$ cat config.mk
export PLATFORM = sky130hd
export DESIGN_NAME = sram_arb
export DESIGN_NICKNAME = d
export VERILOG_FILES = /design/src/rtl/sram_pkg.sv /design/src/rtl/sram_arb_idfifo.sv /design/src/rtl/sram_arb.sv
export SDC_FILE = /design/constraint.sdc
export NUM_CORES = 1
export LEC_CHECK = 0
export BUFFER_PORTS_ARGS = -buffer_cell sky130_fd_sc_hd__buf_2
export CAP_MARGIN = 25
export CELL_PAD_IN_SITES_DETAIL_PLACEMENT = 2
export CELL_PAD_IN_SITES_GLOBAL_PLACEMENT = 2
export CORE_MARGIN = 2
export CORE_UTILIZATION = 27
export DETAILED_ROUTE_END_ITERATION = 10
export PLACE_DENSITY = 0.92
export SYNTH_ARGS = -nofsm -noshare
export SYNTH_HDL_FRONTEND = slang
export SYNTH_SLANG_ARGS = --single-unit
$ cat constraint.sdc
create_clock -name a_clk -period 6.6 [get_ports a_clk]
set_input_delay 1.32 -clock a_clk [delete_from_list [all_inputs] [get_ports a_clk]]
set_output_delay 1.32 -clock a_clk [all_outputs]
set_load 0.01 [all_outputs]
$ cat src/rtl/sram_pkg.sv
// Shared SRAM command definitions used by the arbiter and the AXI bridge.
// The packed command carries one word-addressed request towards sram_top.
package sram_pkg;

    localparam int SRAM_AW = 18;
    localparam int SRAM_DW = 16;
    localparam int SRAM_BW = 2;

    typedef struct packed {
        logic               rd;
        logic [SRAM_AW-1:0] addr;
        logic [SRAM_BW-1:0] be;
        logic [SRAM_DW-1:0] wr_data;
    } sram_cmd_t;

    localparam sram_cmd_t SRAM_CMD_IDLE = '{
        rd      : 1'b0,
        addr    : 18'h0_0000,
        be      : 2'b00,
        wr_data : 16'h0000
    };

    function automatic sram_cmd_t cmd_pack(
        input logic               rd,
        input logic [SRAM_AW-1:0] addr,
        input logic [SRAM_BW-1:0] be,
        input logic [SRAM_DW-1:0] wr_data
    );
        sram_cmd_t cmd;
        cmd.rd      = rd;
        cmd.addr    = addr;
        cmd.be      = be;
        cmd.wr_data = wr_data;
        return cmd;
    endfunction

endpackage

$ cat src/rtl/sram_arb_idfifo.sv
// In-order FIFO of requester IDs for reads that reached sram_top.
// A pop that coincides with a push is honoured even when empty or full, leaving occupancy unchanged.
module sram_arb_idfifo #(
    parameter  int W     = 1,
    parameter  int DEPTH = 4,
    localparam int AW    = $clog2(DEPTH),
    localparam int CW    = $clog2(DEPTH + 1)
) (
    input  logic          clk,
    input  logic          rst_n,
    input  logic          i_push,
    input  logic [W-1:0]  i_push_data,
    input  logic          i_pop,
    output logic [W-1:0]  o_head,
    output logic          o_full,
    output logic          o_empty,
    output logic [CW-1:0] o_count
);

    logic [W-1:0]  r_mem [DEPTH];
    logic [AW-1:0] r_wptr;
    logic [AW-1:0] r_rptr;
    logic [CW-1:0] r_count;
    logic [CW-1:0] w_count_nxt;
    logic          w_push;
    logic          w_pop;

    assign o_empty = (r_count == CW'(0));
    assign o_full  = (r_count == CW'(DEPTH));
    assign o_count = r_count;
    assign o_head  = r_mem[r_rptr];

    assign w_pop  = i_pop & (~o_empty | i_push);
    assign w_push = i_push & (~o_full | w_pop);

    // Next occupancy from the effective push/pop pair.
    always_comb begin
        w_count_nxt = r_count;
        case ({w_push, w_pop})
            2'b10:   w_count_nxt = r_count + CW'(1);
            2'b01:   w_count_nxt = r_count - CW'(1);
            default: w_count_nxt = r_count;
        endcase
    end

    // Storage, pointers and occupancy.
    always_ff @(posedge clk or negedge rst_n) begin
        if (!rst_n) begin
            for (int i = 0; i < DEPTH; i++) begin
                r_mem[i] <= {W{1'b0}};
            end
            r_wptr  <= {AW{1'b0}};
            r_rptr  <= {AW{1'b0}};
            r_count <= {CW{1'b0}};
        end else begin
            if (w_push) begin
                r_mem[r_wptr] <= i_push_data;
                r_wptr        <= r_wptr + AW'(1);
            end
            if (w_pop) begin
                r_rptr <= r_rptr + AW'(1);
            end
            r_count <= w_count_nxt;
        end
    end

endmodule

$ cat src/rtl/sram_arb.sv
// Round-robin arbiter multiplexing NUM_REQ masters onto the single sram_top command port,
// routing each read return back to its issuer through an in-order ID FIFO.
module sram_arb
    import sram_pkg::*;
#(
    parameter int NUM_REQ  = 2,
    parameter int ID_W     = 1,
    parameter int RD_DEPTH = 4
) (
    input  logic                       a_clk,
    input  logic                       a_rst,
    input  logic [NUM_REQ-1:0]         m_req,
    output logic [NUM_REQ-1:0]         m_ready,
    input  logic [NUM_REQ-1:0]         m_rd,
    input  logic [NUM_REQ*SRAM_AW-1:0] m_addr,
    input  logic [NUM_REQ*SRAM_BW-1:0] m_be,
    input  logic [NUM_REQ*SRAM_DW-1:0] m_wr_data,
    output logic [NUM_REQ-1:0]         m_rd_data_vld,
    output logic [SRAM_DW-1:0]         m_rd_data,
    output logic                       sram_req,
    input  logic                       sram_ready,
    output logic                       sram_rd,
    output logic [SRAM_AW-1:0]         sram_addr,
    output logic [SRAM_BW-1:0]         sram_be,
    output logic [SRAM_DW-1:0]         sram_wr_data,
    input  logic                       sram_rd_data_vld,
    input  logic [SRAM_DW-1:0]         sram_rd_data,
    output logic                       rd_orphan
);

    localparam int CW = $clog2(RD_DEPTH + 1);

    function automatic logic [ID_W:0] rr_pick(
        input logic [NUM_REQ-1:0] elig,
        input logic [ID_W-1:0]    last
    );
        logic [ID_W:0] pick;
        int            idx;
        pick = {(ID_W+1){1'b0}};
        // Scan backwards so the closest index after 'last' is the one that sticks.
        for (int k = NUM_REQ; k >= 1; k--) begin
            idx = (int'(last) + k) % NUM_REQ;
            if (elig[idx[ID_W-1:0]]) begin
                pick = {1'b1, idx[ID_W-1:0]};
            end
        end
        return pick;
    endfunction

    function automatic logic [NUM_REQ-1:0] onehot(input logic [ID_W-1:0] idx);
        return NUM_REQ'(1) << idx;
    endfunction

    sram_cmd_t         w_cmd [NUM_REQ];
    logic [NUM_REQ-1:0] w_elig;
    logic [ID_W:0]      w_pick;
    logic [ID_W-1:0]    w_win;
    logic               w_grant;
    logic               w_free;
    logic               w_xfer;
    logic               w_push;
    logic               w_pop;
    logic               w_credit;
    logic [CW:0]        w_inflight;
    logic               w_fifo_empty;
    logic               w_fifo_full;
    logic [CW-1:0]      w_fifo_count;
    logic [ID_W-1:0]    w_fifo_head;

    logic               r_arb_en;
    logic               r_vld;
    sram_cmd_t          r_cmd;
    logic [ID_W-1:0]    r_id;
    logic [ID_W-1:0]    r_last;
    logic               r_orphan;

    assign w_free = ~r_vld | sram_ready;
    assign w_xfer = r_vld & sram_ready;
    assign w_push = w_xfer & r_cmd.rd;
    assign w_pop  = sram_rd_data_vld & ~w_fifo_empty;

    // Reads already committed: in the FIFO plus the one parked in the stage, less today's return.
    assign w_inflight = {1'b0, w_fifo_count} + (CW+1)'(r_vld & r_cmd.rd) - (CW+1)'(w_pop);
    assign w_credit   = (w_inflight < (CW+1)'(RD_DEPTH));

    // Unpack requester payloads and qualify reads against available credit.
    always_comb begin
        w_elig = {NUM_REQ{1'b0}};
        for (int i = 0; i < NUM_REQ; i++) begin
            w_cmd[i]  = cmd_pack(m_rd[i],
                                 m_addr[SRAM_AW*i +: SRAM_AW],
                                 m_be[SRAM_BW*i +: SRAM_BW],
                                 m_wr_data[SRAM_DW*i +: SRAM_DW]);
            w_elig[i] = m_req[i] & (~m_rd[i] | w_credit);
        end
    end

    assign w_pick  = rr_pick(w_elig, r_last);
    assign w_win   = w_pick[ID_W-1:0];
    assign w_grant = r_arb_en & w_free & w_pick[ID_W];
    assign m_ready = w_grant ? onehot(w_win) : {NUM_REQ{1'b0}};

    // Grant enable: keeps m_ready low while reset is applied.
    always_ff @(posedge a_clk or negedge a_rst) begin
        if (!a_rst) begin
            r_arb_en <= 1'b0;
        end else begin
            r_arb_en <= 1'b1;
        end
    end

    // One-entry output stage and round-robin pointer.
    always_ff @(posedge a_clk or negedge a_rst) begin
        if (!a_rst) begin
            r_vld  <= 1'b0;
            r_cmd  <= SRAM_CMD_IDLE;
            r_id   <= {ID_W{1'b0}};
            r_last <= ID_W'(NUM_REQ - 1);
        end else if (w_grant) begin
            r_vld  <= 1'b1;
            r_cmd  <= w_cmd[w_win];
            r_id   <= w_win;
            r_last <= w_win;
        end else if (w_xfer) begin
            r_vld  <= 1'b0;
        end
    end

    // Sticky flag for a return strobe with nothing outstanding.
    always_ff @(posedge a_clk or negedge a_rst) begin
        if (!a_rst) begin
            r_orphan <= 1'b0;
        end else if (sram_rd_data_vld & w_fifo_empty & ~w_push) begin
            r_orphan <= 1'b1;
        end
    end

    sram_arb_idfifo #(
        .W     (ID_W),
        .DEPTH (RD_DEPTH)
    ) u_idfifo (
        .clk         (a_clk),
        .rst_n       (a_rst),
        .i_push      (w_push),
        .i_push_data (r_id),
        .i_pop       (sram_rd_data_vld),
        .o_head      (w_fifo_head),
        .o_full      (w_fifo_full),
        .o_empty     (w_fifo_empty),
        .o_count     (w_fifo_count)
    );

    assign sram_req      = r_vld;
    assign sram_rd       = r_cmd.rd;
    assign sram_addr     = r_cmd.addr;
    assign sram_be       = r_cmd.be;
    assign sram_wr_data  = r_cmd.wr_data;
    assign rd_orphan     = r_orphan;
    assign m_rd_data     = sram_rd_data;
    assign m_rd_data_vld = onehot(w_fifo_head) & {NUM_REQ{w_pop}};

    logic w_unused;
    assign w_unused = w_fifo_full;

endmodule

==> results of run 1 <==
==> worst reg2reg max path: stages (launching register included) <==
cell and delay (ps):
dfrtp_1 470, nand2b_1 210, or2_2 310, ha_1 270
a31oi_1 380, inv_1 130, nand3_1 170, a41oi_1 220
o211ai_4 260, buf_4 580, mux2_1 390
==> layout make-up <==
| type | count | share of cell area [%] |
|---|---|---|
| Sequential cell | 53 | 37.4 |
| Multi-Input combinational cell | 184 | 35.5 |
| Timing Repair Buffer | 125 | 17.8 |
| Tap cell | 136 | 4.79 |
| Clock buffer | 7 | 2.43 |
| Inverter | 11 | 1.16 |
| Clock inverter | 1 | 0.846 |
==> sequential cells by signal (all words and copies together), names as in the netlist <==
register          flops
sram_req              1
r_arb_en              1
rd_orphan             1
sram_be               2
sram_addr            18
sram_rd               1
u_idfifo.r_wptr       2
sram_wr_data         16
u_idfifo.r_mem        4
r_id                  1
r_last                1
u_idfifo.o_count      3
u_idfifo.r_rptr       2
==> worst min path at each step <==
stage                                               from                        endpoint  slack (ps)  cells past startpoint
after floorplan           u_idfifo.r_rptr[1]$_DFFE_PN0P_  u_idfifo.r_rptr[1]$_DFFE_PN0P_         450                      1
after global placement          sram_addr[7]$_DFFE_PN0P_        sram_addr[7]$_DFFE_PN0P_         460                      2
after detailed placement       sram_addr[10]$_DFFE_PN0P_       sram_addr[10]$_DFFE_PN0P_         470                      2
after CTS                       sram_addr[5]$_DFFE_PN0P_        sram_addr[5]$_DFFE_PN0P_         500                      2
after global routing        sram_wr_data[15]$_DFFE_PN0P_    sram_wr_data[15]$_DFFE_PN0P_         520                      2
final                           sram_addr[5]$_DFFE_PN0P_        sram_addr[5]$_DFFE_PN0P_         490                      2
==> layer usage <==
layer / track usage [%] / vias up / part of all wire [%]
li1: - / 1130 / -
met1: 15.0 / 1188 / 37
met2: 29.0 / 75 / 57
met3: 2.51 / 14 / 4.2
met4: 5.08 / 0 / 1.8
met5: 0 / - / 0
==> Yosys cell counts (all sizes together) (3+ instances only) <==
cell type	count	area share (%)
buf	25	6.9
clkbuf	3	0.40
dfrtp	52	46
ha	7	3.1
inv	11	1.5
mux2	5	2.0
mux2i	37	13
nand2	45	6.0
nand2b	5	1.1
nand3	3	0.53
nor2	8	1.2
o21ai	43	7.8
xnor2	4	1.2
==> stage by stage <==
step	util, %	area [um^2]
floorplan	-	2820
global placement	33.6	3430
detailed placement	33.6	3430
CTS	34.7	3550
global route	34.7	3550
finish	34.7	3550
==> cells by family after synthesis <==
kind of cell / synth area share [%]
adders and majority gates: 3.82
xor gates and xnor gates: 1.86
and+or+nand+nor: 10.6
muxes: 15.9
AOI/OAI and AO/OA: 11.9
buffers and inverters: 8.74
other: 0.133
DFF: 47.1
==> power by group <==
group	leakage, uW	switching, uW	internal, uW
registers	0.000652	99.8	475
logic	0.00122	416	302
clock network	0.0000585	105	124
total	0.00193	621	901
==> impl_metrics.env, run 1 <==
export IMPL_row_count=37
export IMPL_crit_start="sram_rd_data_vld"
export IMPL_skew_ps=8.83
export IMPL_cts_sinks=53
export IMPL_report_final_slew_viol_count=0
export IMPL_hold_viol_final=0
export IMPL_async_flop_share_pct=100
export IMPL_min_period_ps=5000
export IMPL_netlist_area_um2=2820
export IMPL_r2r_start="u_idfifo.o_count[0]$_DFFE_PN0P_"
export IMPL_grt_usage_pct=14.6
export IMPL_grt_pass1_vias=2842
export IMPL_r2r_setup_slack_ps=3120
export IMPL_fp_dieW_um=106
export IMPL_drv_cap=0
export IMPL_fillers=1159
export IMPL_clk_pin_slew_ps=90
export IMPL_synthFlopType="dfrtp_1"
export IMPL_hp_class="register to register"
export IMPL_place_ws_ps=1620
export IMPL_h_tree_depth=2
export IMPL_holdWs_ps=490
export IMPL_cp_endpoint="m_ready[1]"
export IMPL_place_hpwl_um=6340
export IMPL_p_per_area_nw_per_um2=429
export IMPL_synthCells=276
export IMPL_drive_gt1_share_pct=37.8
export IMPL_path_buf_inv=2
export IMPL_io_pins=155
export IMPL_layout_common_cells="buf_2, dfrtp_1, nand2_1"
export IMPL_io_buffers=122
export IMPL_crit_chain="buf_2 > nand2b_1 > or2_2 > ha_1 > a31oi_1 > o21ai_0 > a31oi_2 > o21ai_4 > nor2_2 > buf_2"
export IMPL_ys_seq_elements=53
export IMPL_die_area_um2=11300
export IMPL_reg2reg_to="sram_rd$_DFFE_PN0P_"
export IMPL_critPathCaptureType="primary output"
export IMPL_ir_worst_vdd_mv=0.115
export IMPL_area_growth_pct=25.9
export IMPL_crit_top_cell="buf_2"
export IMPL_multi_input_area_um2=1260
export IMPL_grt_max_degree=76
export IMPL_cts_root_buffer="clkbuf_8"
export IMPL_register_area_um2=1330
export IMPL_power_uw=1520
export IMPL_ys_seq_area_share_pct=47.1
export IMPL_place_inst=509
export IMPL_synth_edf_count=0
export IMPL_antenna_cells=0
export IMPL_ant_nets=0
export IMPL_drt_iter0_drc=38
export IMPL_slew_headroom_pct=53.7
export IMPL_grt_overflow=0
export IMPL_finalNetCount=484
export IMPL_final_setup_worst_slack_ps=1600
export IMPL_fin_crit_sh_pct=75.7
export IMPL_critical_path_arrival_ps=3680
export IMPL_crit_cells=10
export IMPL_syn_num_nets=380
export IMPL_core_area_um2=10200
export IMPL_critPathKind="primary input to primary output"
export IMPL_cts_tree="done"
export IMPL_final_common_cell="buf_2"
export IMPL_critical_path_max_stage_delay_ps=430
export IMPL_cts_repair_resized=0
export IMPL_fmax_ghz=0.200
export IMPL_crit_fanout=7
export IMPL_vias=2407
export IMPL_globalplace_congestion=0.817
export IMPL_clkLatencyLatePin_ps=300
export IMPL_reg2regPathDepth=10
export IMPL_die_h_um=106
export IMPL_first_pass_iters=4
export IMPL_rsz0062_at_grt="false"
export IMPL_worst_path_max_delay_cell="a31oi_2"
export IMPL_antenna_found_initial=0
export IMPL_max_slew_worst_pin_slew_ps=694
export IMPL_fin_setup_tns_ps=0
export IMPL_p_leak_uw=0.00193
export IMPL_drc=0
export IMPL_postCtsHoldBufs=0
export IMPL_setup_viol_count_final=0
export IMPL_cts_buffers=5
export IMPL_yosysWarningCount=0
export IMPL_synth_distinct_cells=42
export IMPL_start_kind="primary input"
export IMPL_clk_path_buf_depth=2
export IMPL_routed_wl_um=7970
export IMPL_fin_cells=517
export IMPL_initial_core_util_pct=27.6
export IMPL_critical_path_top_delay_family="compound AO/OA/AOI/OAI gates"
export IMPL_required_ps=5280
export IMPL_cts_setup_buffers=0
export IMPL_status="complete, no violations"
export IMPL_grt_pass1_wl_um=13300
export IMPL_wire_per_inst_um=15.4
export IMPL_via_per_inst=4.66
export IMPL_syn_avg_cell_area_um2=10.2
Power figures use the tool's default switching activity.
==> inputs of run 2 (changes only) <==
--- a/config.mk
+++ b/config.mk
@@ -10,9 +10,9 @@
 export CELL_PAD_IN_SITES_DETAIL_PLACEMENT = 2
 export CELL_PAD_IN_SITES_GLOBAL_PLACEMENT = 2
 export CORE_MARGIN = 2
-export CORE_UTILIZATION = 27
+export CORE_UTILIZATION = 25
 export DETAILED_ROUTE_END_ITERATION = 10
-export PLACE_DENSITY = 0.92
+export PLACE_DENSITY = 0.86
 export SYNTH_ARGS = -nofsm -noshare
 export SYNTH_HDL_FRONTEND = slang
 export SYNTH_SLANG_ARGS = --single-unit
==> constraint.sdc (replaced) <==
create_clock -name a_clk -period 5.2 [get_ports a_clk]
set_input_delay 1.04 -clock a_clk [delete_from_list [all_inputs] [get_ports a_clk]]
set_output_delay 1.04 -clock a_clk [all_outputs]
set_load 0.01 [all_outputs]
==> impl_metrics.env, run 2 (synthesis gave the netlist of run 1 again) <==
export IMPL_max_slew_worst_pin_slew_ps=710
export IMPL_final_common_cell="buf_2"
export IMPL_reg2reg_to="sram_wr_data[0]$_DFFE_PN0P_"
export IMPL_drc=0
export IMPL_grt_overflow=0
export IMPL_postCtsHoldBufs=0
export IMPL_core_area_um2=10900
export IMPL_drv_cap=0
export IMPL_antenna_cells=0
export IMPL_h_tree_depth=2
export IMPL_crit_fanout=14
export IMPL_rsz0062_at_grt="false"
export IMPL_clk_pin_slew_ps=70
export IMPL_fin_setup_tns_ps=0
export IMPL_required_ps=4160
export IMPL_cp_endpoint="m_ready[1]"
export IMPL_globalplace_congestion=0.831
export IMPL_grt_pass1_wl_um=12900
export IMPL_cts_setup_buffers=0
export IMPL_clk_path_buf_depth=2
export IMPL_p_per_area_nw_per_um2=571
export IMPL_fillers=1230
export IMPL_wire_per_inst_um=15.7
export IMPL_report_final_slew_viol_count=0
export IMPL_placed_area_um2=3440
export IMPL_vias=2362
export IMPL_cts_repair_resized=0
export IMPL_ant_nets=0
export IMPL_min_period_ps=4430
export IMPL_fin_crit_sh_pct=85.1
export IMPL_design_area_um2=3630
export IMPL_layout_common_cells="buf_2, dfrtp_1, nand2_1"
export IMPL_row_count=38
export IMPL_cts_root_buffer="clkbuf_16"
export IMPL_grt_pass1_vias=2608
export IMPL_fmax_ghz=0.226
export IMPL_initial_core_util_pct=25.8
export IMPL_crit_start="sram_rd_data_vld"
export IMPL_cts_buffers=5
export IMPL_drive_gt1_share_pct=38.1
export IMPL_routed_wl_um=8180
export IMPL_die_h_um=110
export IMPL_io_buffers=122
export IMPL_via_per_inst=4.53
export IMPL_grt_usage_pct=13.7
export IMPL_cts_sinks=53
export IMPL_r2r_setup_slack_ps=1750
export IMPL_critPathKind="primary input to primary output"
export IMPL_largest_reg_flops=18
export IMPL_r2r_start="u_idfifo.o_count[0]$_DFFE_PN0P_"
export IMPL_setup_viol_count_final=0
export IMPL_grt_max_degree=65
export IMPL_critical_path_arrival_ps=3390
export IMPL_ir_worst_vdd_mv=0.209
export IMPL_finalNetCount=484
export IMPL_status="complete, no violations"
export IMPL_reg2regPathDepth=10
export IMPL_critPathCaptureType="primary output"
export IMPL_area_growth_pct=28.9
export IMPL_drt_iter0_drc=60
export IMPL_start_kind="primary input"
export IMPL_io_pins=155
export IMPL_cts_tree="done"
export IMPL_slew_headroom_pct=52.7
export IMPL_clkLatencyLatePin_ps=290
export IMPL_fp_dieW_um=110
export IMPL_skew_ps=5.15
export IMPL_hold_depth=1
export IMPL_p_leak_uw=0.00197
export IMPL_antenna_found_initial=0
export IMPL_hp_class="register to register"
export IMPL_hold_viol_final=0
export IMPL_first_pass_iters=4
export IMPL_place_hpwl_um=6450
export IMPL_die_area_um2=12100
run 2: metrics by stage:
step                      total power, uW  std cells  hold slack, ps  worst slack [ps]  util (%)
after floorplan                      1320        276             453              1190         -
after global placement               1590        513             454               928      31.4
after detailed placement             1670        513             464               712      31.4
after CTS                            2120        521             483               712      33.2
after global routing                 2270        521             502               524      33.2
final                                2070        521             474               774      33.2
run 2: worst max-delay path, cell delays in order:
cell,delay [ps]
buf_2,140
nand2b_1,100
or2_2,310
ha_1,270
a31oi_1,350
inv_1,110
nand3_1,150
a41oi_1,210
o211ai_4,440
nor2_2,90
buf_2,160
run 2: power by group:
group	switching, uW	internal, uW	leakage, uW
clock network	155	278	0.0000944
registers	128	604	0.000652
logic	525	384	0.00122
total	808	1270	0.00197
run 2: final cells by class:
class,count,area [um^2],share of cell area (%)
inverters,11,41.3,1.14
multi-input cells,184,1260,34.7
clock buffers,5,125,3.44
clock inverters,3,68.8,1.89
repair buffers,125,633,17.4
well taps,140,175,4.82
flip-flops and latches,53,1330,36.5
run 2: metal layers:
| layer | track usage [%] | wire length, um | up-vias |
|---|---|---|---|
| li1 | - | - | 1130 |
| met5 | 0 | 0 | - |
| met4 | 2.32 | 46 | 0 |
| met2 | 25.7 | 4430 | 77 |
| met1 | 15.7 | 3200 | 1149 |
| met3 | 3.53 | 504 | 6 |
run 2: worst min-delay path by stage:
stage | from | to | slack [ps]
final | rd_orphan$_DFFE_PN0P_ | rd_orphan$_DFFE_PN0P_ | 470
after global routing | rd_orphan$_DFFE_PN0P_ | rd_orphan$_DFFE_PN0P_ | 500
after CTS | rd_orphan$_DFFE_PN0P_ | rd_orphan$_DFFE_PN0P_ | 480
after detailed placement | rd_orphan$_DFFE_PN0P_ | rd_orphan$_DFFE_PN0P_ | 460
after global placement | rd_orphan$_DFFE_PN0P_ | rd_orphan$_DFFE_PN0P_ | 450
after floorplan | u_idfifo.r_rptr[1]$_DFFE_PN0P_ | u_idfifo.r_rptr[1]$_DFFE_PN0P_ | 450
==> inputs of run 3 (changes only) <==
--- a/config.mk
+++ b/config.mk
@@ -9,7 +9,7 @@
 export CAP_MARGIN = 25
 export CELL_PAD_IN_SITES_DETAIL_PLACEMENT = 2
 export CELL_PAD_IN_SITES_GLOBAL_PLACEMENT = 2
-export CORE_MARGIN = 2
+export CORE_MARGIN = 4
 export CORE_UTILIZATION = 25
 export DETAILED_ROUTE_END_ITERATION = 10
 export PLACE_DENSITY = 0.86
==> impl_metrics.env, run 3 (synthesis gave the netlist of run 1 again) <==
export IMPL_grt_busiest_layer="met2"
export IMPL_vias=2358
export IMPL_die_h_um=114
export IMPL_wire_per_inst_um=15.9
export IMPL_cts_buffers=5
export IMPL_row_count=38
export IMPL_antenna_found_initial=0
export IMPL_grt_usage_pct=13.0
export IMPL_cts_tree="done"
export IMPL_drt_iter0_drc=59
export IMPL_setup_viol_count_final=0
export IMPL_io_pins=155
export IMPL_antenna_cells=0
export IMPL_drive_gt1_share_pct=38.1
export IMPL_slew_headroom_pct=53.8
export IMPL_drv_cap=0
export IMPL_routed_wl_um=8310
export IMPL_min_period_ps=4320
export IMPL_finish_utilization_pct=32.7
export IMPL_largest_reg_flops=18
export IMPL_place_hpwl_um=6670
export IMPL_crit_fanout=10
export IMPL_rsz0062_at_grt="false"
export IMPL_max_slew_worst_pin_slew_ps=693
export IMPL_hp_class="register to register"
export IMPL_h_tree_depth=2
export IMPL_crit_top_cell="buf_2"
export IMPL_grt_use_met1_pct=15.1
export IMPL_via_per_inst=4.53
export IMPL_cts_repair_resized=0
export IMPL_initial_core_util_pct=25.8
export IMPL_crit_chain="buf_2 > nand2b_1 > or2_2 > ha_1 > a31oi_1 > o21ai_0 > a41oi_1 > o211ai_4 > nor2_2 > buf_2"
export IMPL_use_met3_pct=3.17
export IMPL_fmax_ghz=0.231
export IMPL_start_kind="primary input"
export IMPL_grt_max_degree=69
export IMPL_ant_nets=0
export IMPL_cts_sinks=53
export IMPL_clk_pin_slew_ps=70
export IMPL_skew_ps=4.88
export IMPL_met2_usage_pct=23.8
export IMPL_io_buffers=122
export IMPL_grt_overflow=0
export IMPL_p_per_area_nw_per_um2=548
export IMPL_fin_crit_sh_pct=83.1
export IMPL_critPathKind="primary input to primary output"
export IMPL_postCtsHoldBufs=0
export IMPL_p_leak_uw=0.00194
export IMPL_critical_path_max_stage_delay_ps=390
export IMPL_core_area_um2=10900
export IMPL_multi_input_area_um2=1260
export IMPL_report_final_slew_viol_count=0
export IMPL_critical_path_arrival_ps=3280
export IMPL_fin_cells=521
export IMPL_clk_path_buf_depth=2
export IMPL_place_inst=513
export IMPL_critPathCaptureType="primary output"
export IMPL_final_common_cell="buf_2"
export IMPL_fillers=1237
export IMPL_worst_path_max_delay_cell="a41oi_1"
export IMPL_drc=0
export IMPL_die_area_um2=13000
export IMPL_grt_pass1_wl_um=13500
export IMPL_fin_setup_tns_ps=0
export IMPL_ir_worst_vdd_mv=0.190
export IMPL_register_area_um2=1330
export IMPL_cts_setup_buffers=0
export IMPL_finalNetCount=484
export IMPL_hold_viol_final=0
export IMPL_fp_dieW_um=114
export IMPL_grt_pass1_vias=2719
export IMPL_layout_common_cells="buf_2, dfrtp_1, nand2_1"
export IMPL_first_pass_iters=4
export IMPL_clkLatencyLatePin_ps=290
export IMPL_cts_root_buffer="clkbuf_16"
export IMPL_required_ps=4160
export IMPL_globalplace_congestion=0.752
export IMPL_area_growth_pct=27.0
export IMPL_status="complete, no violations"
==> run 3: stage by stage <==
stage	power [uW]	hold slack, ps	cell area, um^2	setup WS, ps
after floorplan	1320	453	2820	1190
after global placement	1600	455	3440	987
after detailed placement	1680	464	3440	830
after CTS	2020	481	3580	828
after global routing	2150	502	3580	625
final	1960	479	3580	879
==> run 3: power breakdown <==
part / internal, uW / switching [uW] / total [uW]
Clock: 177 / 149 / 326
Combinational: 384 / 517 / 902
Sequential: 604 / 130 / 734
Total: 1170 / 796 / 1960
==> run 3: metal layers <==
layer  routed length (um)  vias up
li1                     -     1131
met1                 3240     1137
met2                 4450       78
met3                  541       12
met4                   71        0
met5                    0        -
==> run 3: final cells by class <==
class / count / area share (%)
Multi-Input combinational cell: 184 / 35.2
Timing Repair Buffer: 125 / 17.7
Clock inverter: 3 / 0.489
Tap cell: 140 / 4.89
Sequential cell: 53 / 37.1
Clock buffer: 5 / 3.49
Inverter: 11 / 1.15
==> run 3: path summary, 6_finish.rpt <==
kind                                                 start                   endpoint  depth (start not counted)  slack [ps]
hold / removal                       rd_orphan$_DFFE_PN0P_      rd_orphan$_DFFE_PN0P_                          1         480
min in group asynchronous                            a_rst      rd_orphan$_DFFE_PN0P_                          2         870
hold reg to reg                      rd_orphan$_DFFE_PN0P_      rd_orphan$_DFFE_PN0P_                          1         480
max in group asynchronous                            a_rst  sram_addr[16]$_DFFE_PN0P_                          2        3860
setup reg to reg           u_idfifo.o_count[0]$_DFFE_PN0P_   sram_addr[7]$_DFFE_PN0P_                         10        1820
setup / recovery                          sram_rd_data_vld                 m_ready[1]                         10         880
==> run 3: worst max-delay path: cells and delay by family <==
family / cells / cell delay (ps)
AO/OA/AOI/OAI: 4 / 1090
AND/OR/NAND/NOR: 3 / 570
adder cells (fa/ha/maj): 1 / 270
buffers and inverters: 2 / 310
